`config.mk`:
```
export PLATFORM = sky130hd
export DESIGN_NAME = gig_eth_tx_engine
export DESIGN_NICKNAME = d
export VERILOG_FILES = /design/src/rtl/gig_eth_pkg.sv /design/src/rtl/gig_eth_crc32_d8.sv /design/src/rtl/gig_eth_tx_engine.sv
export SDC_FILE = /design/constraint.sdc
export NUM_CORES = 1
export LEC_CHECK = 0
export ABC_AREA = 1
export CAP_MARGIN = 5
export CORE_MARGIN = 5
export CORE_UTILIZATION = 56
export CTS_CLUSTER_DIAMETER = 100
export CTS_CLUSTER_SIZE = 30
export DETAILED_ROUTE_END_ITERATION = 12
export HOLD_SLACK_MARGIN = 0.15
export PLACE_DENSITY = 0.81
export SLEW_MARGIN = 0
export SYNTH_ARGS = -nofsm -noshare
export SYNTH_HDL_FRONTEND = slang
export SYNTH_SLANG_ARGS = --single-unit
```
`constraint.sdc`:
```
create_clock -name tx_clk -period 2.9 [get_ports tx_clk]
set_input_delay 0.58 -clock tx_clk [delete_from_list [all_inputs] [get_ports tx_clk]]
set_output_delay 0.58 -clock tx_clk [all_outputs]
set_load 0.02 [all_outputs]
```
`src/rtl/gig_eth_pkg.sv`:
```
// Shared constants for the gigabit Ethernet MAC: framing bytes, frame limits,
// CRC-32 parameters and the transmit state encoding.
package gig_eth_pkg;

    localparam logic [7:0]  PREAMBLE_BYTE   = 8'h55;
    localparam logic [7:0]  SFD_BYTE        = 8'hD5;
    localparam int          MIN_FRAME_NOFCS = 60;
    localparam int          IFG_DEFAULT     = 12;

    localparam logic [31:0] CRC_POLY = 32'h04C11DB7;
    localparam logic [31:0] CRC_INIT = 32'hFFFFFFFF;

    // Ethernet shifts the CRC LSB first, so the engine uses the mirrored polynomial
    function automatic logic [31:0] bit_reverse32(input logic [31:0] v);
        logic [31:0] r;
        for (int i = 0; i < 32; i++) r[i] = v[31-i];
        return r;
    endfunction

    localparam logic [31:0] CRC_POLY_REFL = bit_reverse32(CRC_POLY);

    // Transmit FSM encoding
    localparam logic [2:0] ST_IDLE     = 3'd0;
    localparam logic [2:0] ST_PREAMBLE = 3'd1;
    localparam logic [2:0] ST_SFD      = 3'd2;
    localparam logic [2:0] ST_DATA     = 3'd3;
    localparam logic [2:0] ST_PAD      = 3'd4;
    localparam logic [2:0] ST_FCS      = 3'd5;
    localparam logic [2:0] ST_ABORT    = 3'd6;
    localparam logic [2:0] ST_IFG      = 3'd7;

endpackage

```
`src/rtl/gig_eth_crc32_d8.sv`:
```
// Combinational CRC-32 next-state for one byte per cycle (reflected form).
// Shared between the transmit and receive MAC paths.
module gig_eth_crc32_d8
    import gig_eth_pkg::*;
(
    input  logic [31:0] crc_in,
    input  logic [7:0]  data,
    output logic [31:0] crc_out
);

    // Fold the byte in LSB first, one polynomial step per bit
    always_comb begin
        crc_out = crc_in ^ {24'h000000, data};
        for (int i = 0; i < 8; i++)
            crc_out = crc_out[0] ? ((crc_out >> 1) ^ CRC_POLY_REFL) : (crc_out >> 1);
    end

endmodule

```
`src/rtl/gig_eth_tx_engine.sv`:
```
// Gigabit Ethernet transmit MAC: wraps the client byte stream into a GMII
// frame with preamble/SFD, minimum-length padding, FCS and inter-frame gap.
module gig_eth_tx_engine
    import gig_eth_pkg::*;
#(
    parameter int MAX_FRAME_SIZE_STANDARD = 1522,
    parameter int MAX_FRAME_SIZE_JUMBO    = 9022,
    parameter int IFG_BYTES               = IFG_DEFAULT
) (
    input  logic       tx_clk,
    input  logic       reset,
    input  logic       conf_tx_en,
    input  logic       conf_tx_no_gen_crc,
    input  logic       conf_tx_jumbo_en,
    input  logic [7:0] mac_tx_data,
    input  logic       mac_tx_dvld,
    input  logic       mac_tx_underrun,
    output logic       mac_tx_ack,
    output logic [7:0] gmii_tx_data,
    output logic       gmii_tx_en,
    output logic       gmii_tx_er
);

    localparam logic [13:0] MIN_BYTES = 14'(MIN_FRAME_NOFCS);
    // The IDLE cycle itself is the last gap cycle, so IFG holds one fewer
    localparam logic [7:0]  IFG_LAST  = 8'(IFG_BYTES - 2);

    logic [2:0]  state;
    logic        gen_crc;
    logic        jumbo;
    logic        dvld_low_seen;
    logic [13:0] byte_cnt;
    logic [13:0] cnt_inc;
    logic [13:0] max_bytes;
    logic [7:0]  step;
    logic [7:0]  crc_byte;
    logic [31:0] crc;
    logic [31:0] crc_next;
    logic [31:0] fcs;

    assign mac_tx_ack = (state == ST_SFD);
    assign fcs        = ~crc;
    assign cnt_inc    = (&byte_cnt) ? byte_cnt : byte_cnt + 14'd1;
    assign max_bytes  = (jumbo ? 14'(MAX_FRAME_SIZE_JUMBO) : 14'(MAX_FRAME_SIZE_STANDARD))
                      - (gen_crc ? 14'd4 : 14'd0);
    // Padding (and the end-of-data cycle that starts it) folds zeros
    assign crc_byte   = (state != ST_PAD && mac_tx_dvld) ? mac_tx_data : 8'h00;

    gig_eth_crc32_d8 u_crc (
        .crc_in  (crc),
        .data    (crc_byte),
        .crc_out (crc_next)
    );

    // Frame sequencer: state, counters, running CRC and registered GMII outputs
    always_ff @(posedge tx_clk or negedge reset) begin
        if (!reset) begin
            state         <= ST_IDLE;
            gen_crc       <= 1'b0;
            jumbo         <= 1'b0;
            dvld_low_seen <= 1'b1;
            byte_cnt      <= '0;
            step          <= '0;
            crc           <= CRC_INIT;
            gmii_tx_data  <= 8'h00;
            gmii_tx_en    <= 1'b0;
            gmii_tx_er    <= 1'b0;
        end else begin
            if (!mac_tx_dvld) dvld_low_seen <= 1'b1;
            gmii_tx_er <= 1'b0;
            case (state)
                ST_IDLE: begin
                    gmii_tx_en   <= 1'b0;
                    gmii_tx_data <= 8'h00;
                    if (mac_tx_dvld && conf_tx_en && dvld_low_seen) begin
                        state         <= ST_PREAMBLE;
                        gen_crc       <= !conf_tx_no_gen_crc;
                        jumbo         <= conf_tx_jumbo_en;
                        dvld_low_seen <= 1'b0;
                        byte_cnt      <= '0;
                        step          <= 8'd1;
                        crc           <= CRC_INIT;
                        gmii_tx_en    <= 1'b1;
                        gmii_tx_data  <= PREAMBLE_BYTE;
                    end
                end
                ST_PREAMBLE: begin
                    step <= step + 8'd1;
                    if (step == 8'd7) begin
                        state        <= ST_SFD;
                        gmii_tx_data <= SFD_BYTE;
                    end else begin
                        gmii_tx_data <= PREAMBLE_BYTE;
                    end
                end
                ST_SFD, ST_DATA: begin
                    if (mac_tx_underrun || (mac_tx_dvld && cnt_inc > max_bytes)) begin
                        state        <= ST_ABORT;
                        gmii_tx_data <= 8'h00;
                        gmii_tx_er   <= 1'b1;
                    end else if (mac_tx_dvld || (gen_crc && byte_cnt < MIN_BYTES)) begin
                        state        <= mac_tx_dvld ? ST_DATA : ST_PAD;
                        gmii_tx_data <= crc_byte;
                        crc          <= crc_next;
                        byte_cnt     <= cnt_inc;
                    end else if (gen_crc) begin
                        state        <= ST_FCS;
                        gmii_tx_data <= fcs[7:0];
                        step         <= 8'd1;
                    end else begin
                        state        <= ST_IFG;
                        gmii_tx_en   <= 1'b0;
                        gmii_tx_data <= 8'h00;
                        step         <= '0;
                    end
                end
                ST_PAD: begin
                    if (byte_cnt < MIN_BYTES) begin
                        gmii_tx_data <= 8'h00;
                        crc          <= crc_next;
                        byte_cnt     <= cnt_inc;
                    end else begin
                        state        <= ST_FCS;
                        gmii_tx_data <= fcs[7:0];
                        step         <= 8'd1;
                    end
                end
                ST_FCS: begin
                    if (step == 8'd4) begin
                        state        <= ST_IFG;
                        gmii_tx_en   <= 1'b0;
                        gmii_tx_data <= 8'h00;
                        step         <= '0;
                    end else begin
                        gmii_tx_data <= fcs[{step[1:0], 3'b000} +: 8];
                        step         <= step + 8'd1;
                    end
                end
                ST_ABORT: begin
                    state        <= ST_IFG;
                    gmii_tx_en   <= 1'b0;
                    gmii_tx_data <= 8'h00;
                    step         <= '0;
                end
                ST_IFG: begin
                    if (step == IFG_LAST) state <= ST_IDLE;
                    else                  step  <= step + 8'd1;
                end
                default: begin
                    state        <= ST_IDLE;
                    gmii_tx_en   <= 1'b0;
                    gmii_tx_data <= 8'h00;
                end
            endcase
        end
    end

endmodule
```
# Word level (Yosys, flattened, before mapping)
# Index checks and enable logic that the tools add are counted.
op_classes:
  add_sub_neg: 3
  mul: 0
  div_mod_pow: 0
  n_lt_le_gt_ge: 2
  eq_ne: 22
  shift: 1
  n_mux: 59
  n_bitwise: 10
  n_reduce_logical: 19
ops:
  columns: ["operator", "n"]
  rows:
  - ["two-way mux 32 bit", 12]
  - ["inverter 13 -> 14 bit", 8]
  - ["two-way mux 8 bit", 13]
  - ["one-hot mux 32 bit (3 select lines)", 1]
  - ["two-way mux 14 bit", 6]
  - ["one-hot mux 8 bit (7 select lines)", 1]
  - ["one-hot mux 8 bit (6 select lines)", 1]
  - ["one-hot mux 14 bit (3 select lines)", 1]
  - ["inverter 32 bit", 1]
  - ["variable part select 32 x 6 -> 8 bit", 1]
  - ["XOR 32 x 8 -> 32 bit", 1]
  - ["two-way mux 3 bit", 9]
  - ["!= test 2 bit (second input constant)", 11]
  - ["one-hot mux 3 bit (7 select lines)", 1]
  - ["AND reduction 5 bit", 4]
  - ["equality test 8 x 3 -> 1 bit (second input constant)", 2]
  - ["adder 14 x 1 -> 14 bit (second input constant)", 1]
  - ["> comparator 14 bit", 1]
  - ["< comparator 14 x 6 -> 1 bit (second input constant)", 1]
  - ["AND reduction 14 bit", 1]
  - ["subtractor 14 x 3 -> 14 bit", 1]
  - ["equality test 3 bit (second input constant)", 4]
  - ["two-way mux 1 bit", 11]
  - ["adder 8 x 1 -> 8 bit (second input constant)", 1]
  - ["16 further kinds", 22]
totals:
  ff_bits: 70
  latchBits: 0
  ram_bits: 0
  mem_bits_ro: 0
  out_inout_bits: 11
  mem_count: 0

# Depth between registers and ports, before layout
# Gate-level depths: netlist of run 1.
logic_depth:
  depth_word: 23
  depth_mapped: 26
  depth_no_buf: 24

# Cells and area by module
# Synthesis of run 1 repeated with hierarchy kept, for this count alone.
hier_totals:
  hier_cells: 859
  hier_area_um2: 5933.2
by_module_without_submodules:
  columns: ["module", "n_inst", "cells_each", "area_each_um2", "seq_area_each_um2"]
  rows:
  - ["gig_eth_tx_engine", 1, 615, 4707.0, 1793.0]
  - ["gig_eth_crc32_d8", 1, 244, 1226.2, 0.0]

# Worst setup path before layout of run 1
# OpenSTA, ideal clock, no wires.
synth_timing:
  path_kind: "register to register"
  start: "register byte_cnt[0]"
  end: "register crc[16]"
  setup_time_ns: 0.082
  arrival_time_ns: 2.976
  required_ns: 2.818
  setup_slack_ns: -0.158
  path_stages_with_launch: 26
  n_path_buf: 2
  path_cell_list: "dfrtp_1 ha_1 inv_1 nor2_4 nand2_2 inv_2 a31oi_1 inv_1 nor2_1 nand4_1 xor2_1 ha_1 nand2_1 nand3b_1 nor2_1 nand2_1 nor2_1 nor2_1 nand2_2 nand2_4 nand2_8 nand2_4 buf_6 buf_6 nand2_1 nand2_1"
synth_via:
  elab_chain_len: 7
synth_lines:
  columns: ["element", "line_no", "text"]
  rows:
  - ["start, declared", "gig_eth_tx_engine.sv:32", "logic [13:0] byte_cnt;"]
  - ["start signal, assigned", "gig_eth_tx_engine.sv:105", "byte_cnt <= cnt_inc;"]
  - ["start signal, assigned", "gig_eth_tx_engine.sv:121", "byte_cnt <= cnt_inc;"]
  - ["adder 14 x 1 -> 14 bit / AND reduction 14 bit (equally long branches)", "gig_eth_tx_engine.sv:43", "assign cnt_inc = (&byte_cnt) ? byte_cnt : byte_cnt + 14'd1;"]
  - ["two-way mux 14 bit", "gig_eth_tx_engine.sv:43", null]
  - ["> comparator 14 bit", "gig_eth_tx_engine.sv:97", "if (mac_tx_underrun || (mac_tx_dvld && cnt_inc > max_bytes)) begin"]
  - ["logical AND 1 bit", "gig_eth_tx_engine.sv:97", null]
  - ["logical OR 1 bit", "gig_eth_tx_engine.sv:97", null]
  - ["!= test 2 bit (no source line)", null, null]
  - ["AND reduction 5 bit (no source line) (*)", null, null]
  - ["end signal, assigned", "gig_eth_tx_engine.sv:104", "crc <= crc_next;"]
  - ["end signal, assigned", "gig_eth_tx_engine.sv:120", "crc <= crc_next;"]
  - ["end, declared", "gig_eth_tx_engine.sv:37", "logic [31:0] crc;"]
# Mark *: on every way between the ends. The rest lies on a longest branch, timed or not.
# A chain may end at the register's enable or synchronous reset.

# Final worst setup path of run 1
layout_timing:
  start: "register byte_cnt[4]"
  end: "register byte_cnt[9]"
layout_via:
  elab_chain_len: 7
layout_lines:
  columns: ["element", "line_no"]
  rows:
  - ["adder 14 x 1 -> 14 bit / AND reduction 14 bit (equally long branches)", "gig_eth_tx_engine.sv:43"]
  - ["two-way mux 14 bit", "gig_eth_tx_engine.sv:43"]
  - ["> comparator 14 bit", "gig_eth_tx_engine.sv:97"]
  - ["logical AND 1 bit", "gig_eth_tx_engine.sv:97"]
  - ["logical OR 1 bit", "gig_eth_tx_engine.sv:97"]
  - ["!= test 2 bit (no source line)", null]
  - ["AND reduction 5 bit (no source line)", null]
# Parallel ways exist; a longest one is shown, timed or not. The select of a mux whose other input is x is not followed.

==> reports/metrics.cfg, run 1 <==
[outcome]
status=finished with violations
failed_checks=setup timing

[job]
maxCapViolCount=0

[worst_setup_path]
crit_arrival_ns=3.38
crit_family=simple AND/OR/NAND/NOR gates
crit_type=reg2reg
crit_path_max_incr_delay_ns=0.46
crit_top_cell=nand2_2
slowest_stage=dfrtp_1
setup.worst_path.start_class=flip-flop
cp_cell_sequence=nand2_2, nor2_4, nand2_2, inv_2, a31oi_4, buf_4, buf_4, buf_4, xor2_1, ha_1, a21oi_1, nor2_1, o21ai_0, nand2_1, nand2_1, nand2_1, nand2_2, nand2_4, nand2_8, nand2_8, clkbuf_16, nand2_2, o21ai_1
crit_fanout=7
end_kind=flip-flop
cp.required_ns=3.15
path_buf_inv=5

[cells_and_area]
area_delta_synth_final_pct=28.7
drive_gt1_share_pct=24.9
fin_area_sq_um=7280
final_nets=964
seqCellArea_sq_um=1790
multi_input_area_sq_um=3600
n_fill_cell=774
antenna_cells=0

[power_and_ir_drop]
power_leakage_nw=3.56
cellPowerDensity_nw_per_um2=1300
irDropWorstVdd_mv=0.779

[die]
ios=26
core_region_area_sq_um=9820
initial_utilization_pct=57.6
rows=36
fp.dieH_um=110
dieArea_sq_um=12200
die_w_um=110

[logic_synthesis]
synth_mux_area_share_pct=0
syn_inst=833
synth_simple_gate_area_share_pct=35.2
ys_seq_elements=70
yosysWarningCount=0
async_flop_share_pct=100
synthFlopType=dfrtp_1
synth_top_area_share_pct=17.4
ys_types=42
syn_area_per_cell_sq_um=6.79
synth_area_leaders=nand2_1 17%, dfrtp_1 16%, dfstp_2 15%, nand3_1 7.1%, inv_1 6.4%
syn_area_sq_um=5650
synth_xor_area_share_pct=7.30
synth_most_common_cell=nand2_1
yosys.area_share.adder_pct=3.10
synth_top_area_cell=nand2_1
synth-edff-count=0
synthTopCellsByCount=262 x nand2_1, 96 x inv_1, 80 x nand3_1, 64 x o21ai_0, 45 x nor2_1
synth_compound_area_share_pct=14.0
seq_area_frac_synth_pct=31.7
synth_top_family_by_area=simple AND/OR/NAND/NOR gates
syn_nets=862

[route]
ant_nets=0
drt_iter0_drc=570
via_per_inst=5.79
num_vias=6208
wirelength_mm=18.9
drtPass1Iterations=7
drc=0
wire_per_inst_um=17.6

[cts]
tritoncts=built
clkTransAtPathRegs_ns=0.09
numClockSinks=70
htree_levels=3
cts_buffer_depth=2
clk_latency_ns=0.37
numCtsBuffers=9
clockRootBuffer=clkbuf_8

[sta]
min_period_ns=3.13
hold_violations=0
hold_ws_ns=0.227
relSlewSlack_pct=69.4
setup_viol=66
fin_ws_ns=-0.233
skew_ns=0.0146
tightest_slew_ns=0.459
slew_viol_final=0
max_freq_mhz=319
rsz0062_at_grt=true
finalCritPeriodShare_pct=108

[global_routing]
grt_pass1_vias=5981
grt_max_degree=71
gr-total-overflow=0
grt_usage_pct=28.7
grt_pass1_wl_mm=28.6
antenna_found_initial=0

[placement]
dp_hpwl_mm=12.8
placed_area_sq_um=6540
portBuffers=25
gp_congestion=0.965

[worst_hold_path]
worstHoldPathType=in2async

final timing paths:
path	start	end	slack [ns]	depth (start not counted)
min in group tx_clk	crc[23]	crc[23]	0.47	2
worst max-delay path	byte_cnt[4]	byte_cnt[9]	-0.23	23
max in group asynchronous	reset	crc[2]	2.32	2
worst min register to register	crc[23]	crc[23]	0.47	2
worst max register to register	byte_cnt[4]	byte_cnt[9]	-0.23	23
worst min-delay path	reset	byte_cnt[9]	0.23	2
through the flow:
| step | utilization [%] | power, mW | TNS, ns | setup WS (ns) | cells |
|---|---|---|---|---|---|
| 5_1_grt | 74.1 | 10.1 | -24.72 | -0.420 | 1073 |
| 6_report | 74.1 | 9.43 | -11.72 | -0.233 | 1073 |
| 3_3_place_gp | 66.6 | 7.19 | -0.154 | -0.0271 | 1038 |
| 2_1_floorplan | - | 5.53 | -1.12 | -0.0630 | 833 |
| 4_1_cts | 70.7 | 8.63 | -2.72 | -0.102 | 1062 |
| 3_5_place_dp | 66.6 | 7.33 | -3.34 | -0.142 | 1038 |
cells in the final DEF, fill, tap and decap left out, types with 4 or more instances in the layout:
master and instances:
nand2_1 235, inv_1 94, nand3_1 79, buf_4 74, o21ai_0 45, nor2_1 42
dfrtp_1 36, a21oi_1 34, dfstp_2 33, xor2_1 29, nand2_2 28, o21ai_1 24
clkdlybuf4s50_1 24, nor3_1 19, o21ai_2 17, ha_1 12, nand2_4 11, clkbuf_8 10
nand4_1 8, nor2_2 8, or2_2 6, a311oi_1 5, nor2_4 5, inv_2 4
xnor2_1 4, bufinv_16 4, clkbuf_16 4, buf_6 4
timing repair:
| item | CTS | global route |
|---|---|---|
| hold buffers | 0 | 0 |
| cloned | 1 | 8 |
| setup endpoints to repair | 62 | 67 |
| pin swaps | 0 | 3 |
| resized for setup | 30 | 50 |
| setup buffers | 7 | 3 |
power by group:
part	internal, mW	switching [mW]
logic	2.50	3.86
registers	1.55	0.432
clock network	0.686	0.416
layer usage:
layer,global-route usage [%],share of wire [%],vias to the layer above
met4,18.1,5.5,0
li1,-,-,2908
met1,34.7,40,2899
met3,4.98,7.3,90
met5,0,0,-
met2,47.1,47,311
cell type report:
cell class / instances / share of cell area, %
Tap cell: 133 / 2.29
Multi-Input combinational cell: 642 / 49.4
Inverter: 99 / 5.11
Clock buffer: 11 / 1.94
Sequential cell: 70 / 24.7
Clock inverter: 5 / 1.77
Timing Repair Buffer: 113 / 14.8
registers in the layout, indices dropped and copies added (netlist names):
name,count
gmii_tx_en,1
crc,32
gmii_tx_er,1
gen_crc,1
gmii_tx_data,8
dvld_low_seen,1
state,3
jumbo,1
byte_cnt,14
step,8
cells by family after synthesis:
| kind of cell | after synthesis |
|---|---|
| simple gates | 449 |
| flops | 70 |
| fa+ha+maj | 14 |
| buf+inv | 122 |
| compound gates | 139 |
| xor+xnor | 39 |
Power figures use the tool's default switching activity.
==> inputs of run 2 (changes only) <==
--- a/config.mk
+++ b/config.mk
@@ -8,10 +8,12 @@
 export ABC_AREA = 1
 export CAP_MARGIN = 5
 export CORE_MARGIN = 5
-export CORE_UTILIZATION = 56
+export CORE_UTILIZATION = 59
 export CTS_CLUSTER_DIAMETER = 100
 export CTS_CLUSTER_SIZE = 30
 export DETAILED_ROUTE_END_ITERATION = 12
+export DONT_BUFFER_PORTS = 1
+export GPL_ROUTABILITY_DRIVEN = 0
 export HOLD_SLACK_MARGIN = 0.15
 export PLACE_DENSITY = 0.81
 export SLEW_MARGIN = 0
==> run 2 against run 1 <==
The flow still finishes with violations (setup timing). Flip-flop and latch count did not move. Clock skew fell by 0.0049 ns. Register-to-register slack barely moved. Critical path depth rose by 2. Core utilization fell by 0.29 points. Die area fell by 4.6%. Non-clock buffer count fell by 43. Combinational power fell by 8.8%. Hold slack improved by 0.086 ns. Largest power group unchanged. Clock power fell by 15%. Largest cell class unchanged. Cell count fell by 4.3%.
==> reports/metrics.cfg, run 2 (same netlist as run 1, synthesis figures left out) <==
[route]
wire_per_inst_um=17.4  ; -0.75%
drtPass1Iterations=5  ; -2
drt_iter0_drc=685  ; +20%
via_per_inst=5.91  ; +2.1%
drc=0  ; unchanged
num_vias=6067  ; -2.3%
wirelength_mm=17.9  ; -5.0%
ant_nets=0  ; unchanged

[cells_and_area]
area_delta_synth_final_pct=21.2
largest_reg_flops=32  ; unchanged
multi_input_area_sq_um=3630  ; +0.80%
seqCellArea_sq_um=1790  ; about the same
antenna_cells=0  ; unchanged
layout_common_cells=234 x nand2_1, 94 x inv_1, 80 x nand3_1, 57 x buf_4, 45 x o21ai_0
largest-register=crc
n_fill_cell=691  ; -11%
final_nets=922  ; -4.4%
fin_util_pct=73.8  ; -0.29 points
fin_cells=1027  ; -4.3%
top_regs=crc x32, byte_cnt x14
drive_gt1_share_pct=23.8  ; -1.1 points
fin_area_sq_um=6850  ; -5.8%
layout_commonest_cell=nand2_1

[cts]
htree_levels=3  ; unchanged
numClockSinks=70  ; unchanged
clockRootBuffer=clkbuf_8
cts_buffer_depth=2  ; unchanged
clkTransAtPathRegs_ns=0.08  ; about the same
clk_latency_ns=0.37  ; about the same
tritoncts=built
numCtsBuffers=9  ; unchanged

[sta]
relSlewSlack_pct=47.5  ; -22 points
fin_ws_ns=-0.242  ; -0.00911 ns
skew_ns=0.00966  ; -0.00494 ns
slew_viol_final=0  ; unchanged
min_period_ns=3.14  ; +0.00911 ns
finalSetupTns_ns=-12.38  ; -0.658 ns
rsz0062_at_grt=true
max_freq_mhz=318  ; -0.29%
hold_violations=0  ; unchanged
finalCritPeriodShare_pct=108  ; +0.31 points
tightest_slew_ns=0.784  ; +0.326 ns
setup_viol=67  ; +1.5%

[worst_setup_path]
r2r_slack_ns=-0.24  ; about the same
crit_type=reg2reg
setup.worst_path.start_class=flip-flop
crit_fanout=15  ; +8
slowest_stage=dfrtp_1
path_buf_inv=5  ; unchanged
reg2reg_to=crc[28]
timing.rr.start=byte_cnt[0]
cp.required_ns=3.19  ; +0.04 ns
end_kind=flip-flop
crit_top_cell=nand2_1
crit_arrival_ns=3.43  ; +0.05 ns
worst_r2r_path_depth=25  ; +8.7%
crit_path_max_incr_delay_ns=0.39  ; -0.07 ns
crit_family=simple AND/OR/NAND/NOR gates

[power_and_ir_drop]
power_leakage_nw=3.36  ; -5.7%
cellPowerDensity_nw_per_um2=1280  ; -1.1%
irDropWorstVdd_mv=0.780  ; +0.17%

[global_routing]
use_met2_pct=51.3  ; +4.2 points
grt_pass1_wl_mm=28.3  ; -1.2%
grt_usage_pct=30.5  ; +1.9 points
grt_use_met1_pct=37.4  ; +2.7 points
grt_max_degree=71  ; unchanged
gr-usage-met3_pct=6.00  ; +1.0 points
busiest_layer=met2
grt_pass1_vias=5895  ; -1.4%
gr-total-overflow=0  ; unchanged
antenna_found_initial=0  ; unchanged

[die]
core_region_area_sq_um=9280  ; -5.5%
fp.dieH_um=108  ; -2.3%
rows=35  ; -2.8%
die_w_um=108  ; -2.3%
initial_utilization_pct=60.9  ; +3.3 points
dieArea_sq_um=11600  ; -4.6%
ios=26  ; unchanged

[outcome]
failed_checks=setup timing
status=finished with violations

[worst_hold_path]
worstHoldPathType=in2reg
worstHoldEndpoint=gen_crc
min-delay-start=conf_tx_no_gen_crc
hold_depth=1

[placement]
dpl.cell_count=991  ; -4.5%
placed_area_sq_um=6150  ; -6.1%
dp_hpwl_mm=12.1  ; -5.3%
portBuffers=0  ; -100%

[job]
maxCapViolCount=0  ; unchanged

run 2: cell types whose count changed in the layout (fill, tap and decap cells not counted), sizes merged:
| cell | change |
|---|---|
| buf | -19 |
| bufinv | -2 |
| clkbuf | -1 |
| clkdlybuf4s50 | -24 |
| clkinv | +1 |
| clkinvlp | +1 |
| dlygate4sd3 | +1 |
| nand2 | +1 |
run 2: how the worst max path moves through the flow:
stage | startpoint | depth (start not counted) | end | slack, ns
after floorplan | byte_cnt[0] | 25 | crc[16] | -0.06
after global placement | byte_cnt[0] | 23 | step[7] | -0.05
after detailed placement | byte_cnt[0] | 23 | step[6] | -0.21
after CTS | byte_cnt[0] | 25 | byte_cnt[10] | -0.15
after global routing | byte_cnt[0] | 24 | byte_cnt[11] | -0.46
final | byte_cnt[0] | 25 | crc[28] | -0.24
run 2: metal layers:
metal	share of wire, %	wire length [um]
met1	37	6690
met2	49	8730
met3	9.1	1640
met4	4.7	845
met5	0	0
run 2: cell type report:
cell class	count	area share (%)
multi-input cells	643	52.9
flip-flops and latches	70	26.2
repair buffers	70	9.88
inverters	99	5.42
well taps	129	2.36
clock buffers	11	2.06
clock inverters	5	1.19
run 2: repair_timing:
item | in CTS | in global routing
gates cloned | 2 | 5
endpoints found under the setup margin | 65 | 67
pin swaps | 3 | 9
buffers inserted | 6 | 5
resized for setup | 32 | 51
hold endpoints to repair | 70 | 0
hold buffers | 2 | 0
run 2: where the power goes:
part | total, mW | internal (mW) | leakage (nW) | switching (mW)
Sequential | 2.07 | 1.55 | 0.843 | 0.519
Combinational | 5.79 | 2.11 | 2.40 | 3.68
Clock | 0.932 | 0.510 | 0.110 | 0.422
run 2: through the flow:
| stage | total power, mW | setup WS [ns] | hold WS [ns] |
|---|---|---|---|
| 2_1_floorplan | 5.53 | -0.0630 | 0.284 |
| 3_3_place_gp | 6.64 | -0.0460 | 0.287 |
| 3_5_place_dp | 6.85 | -0.212 | 0.287 |
| 4_1_cts | 8.08 | -0.153 | 0.309 |
| 5_1_grt | 9.40 | -0.458 | 0.335 |
| 6_report | 8.79 | -0.242 | 0.313 |
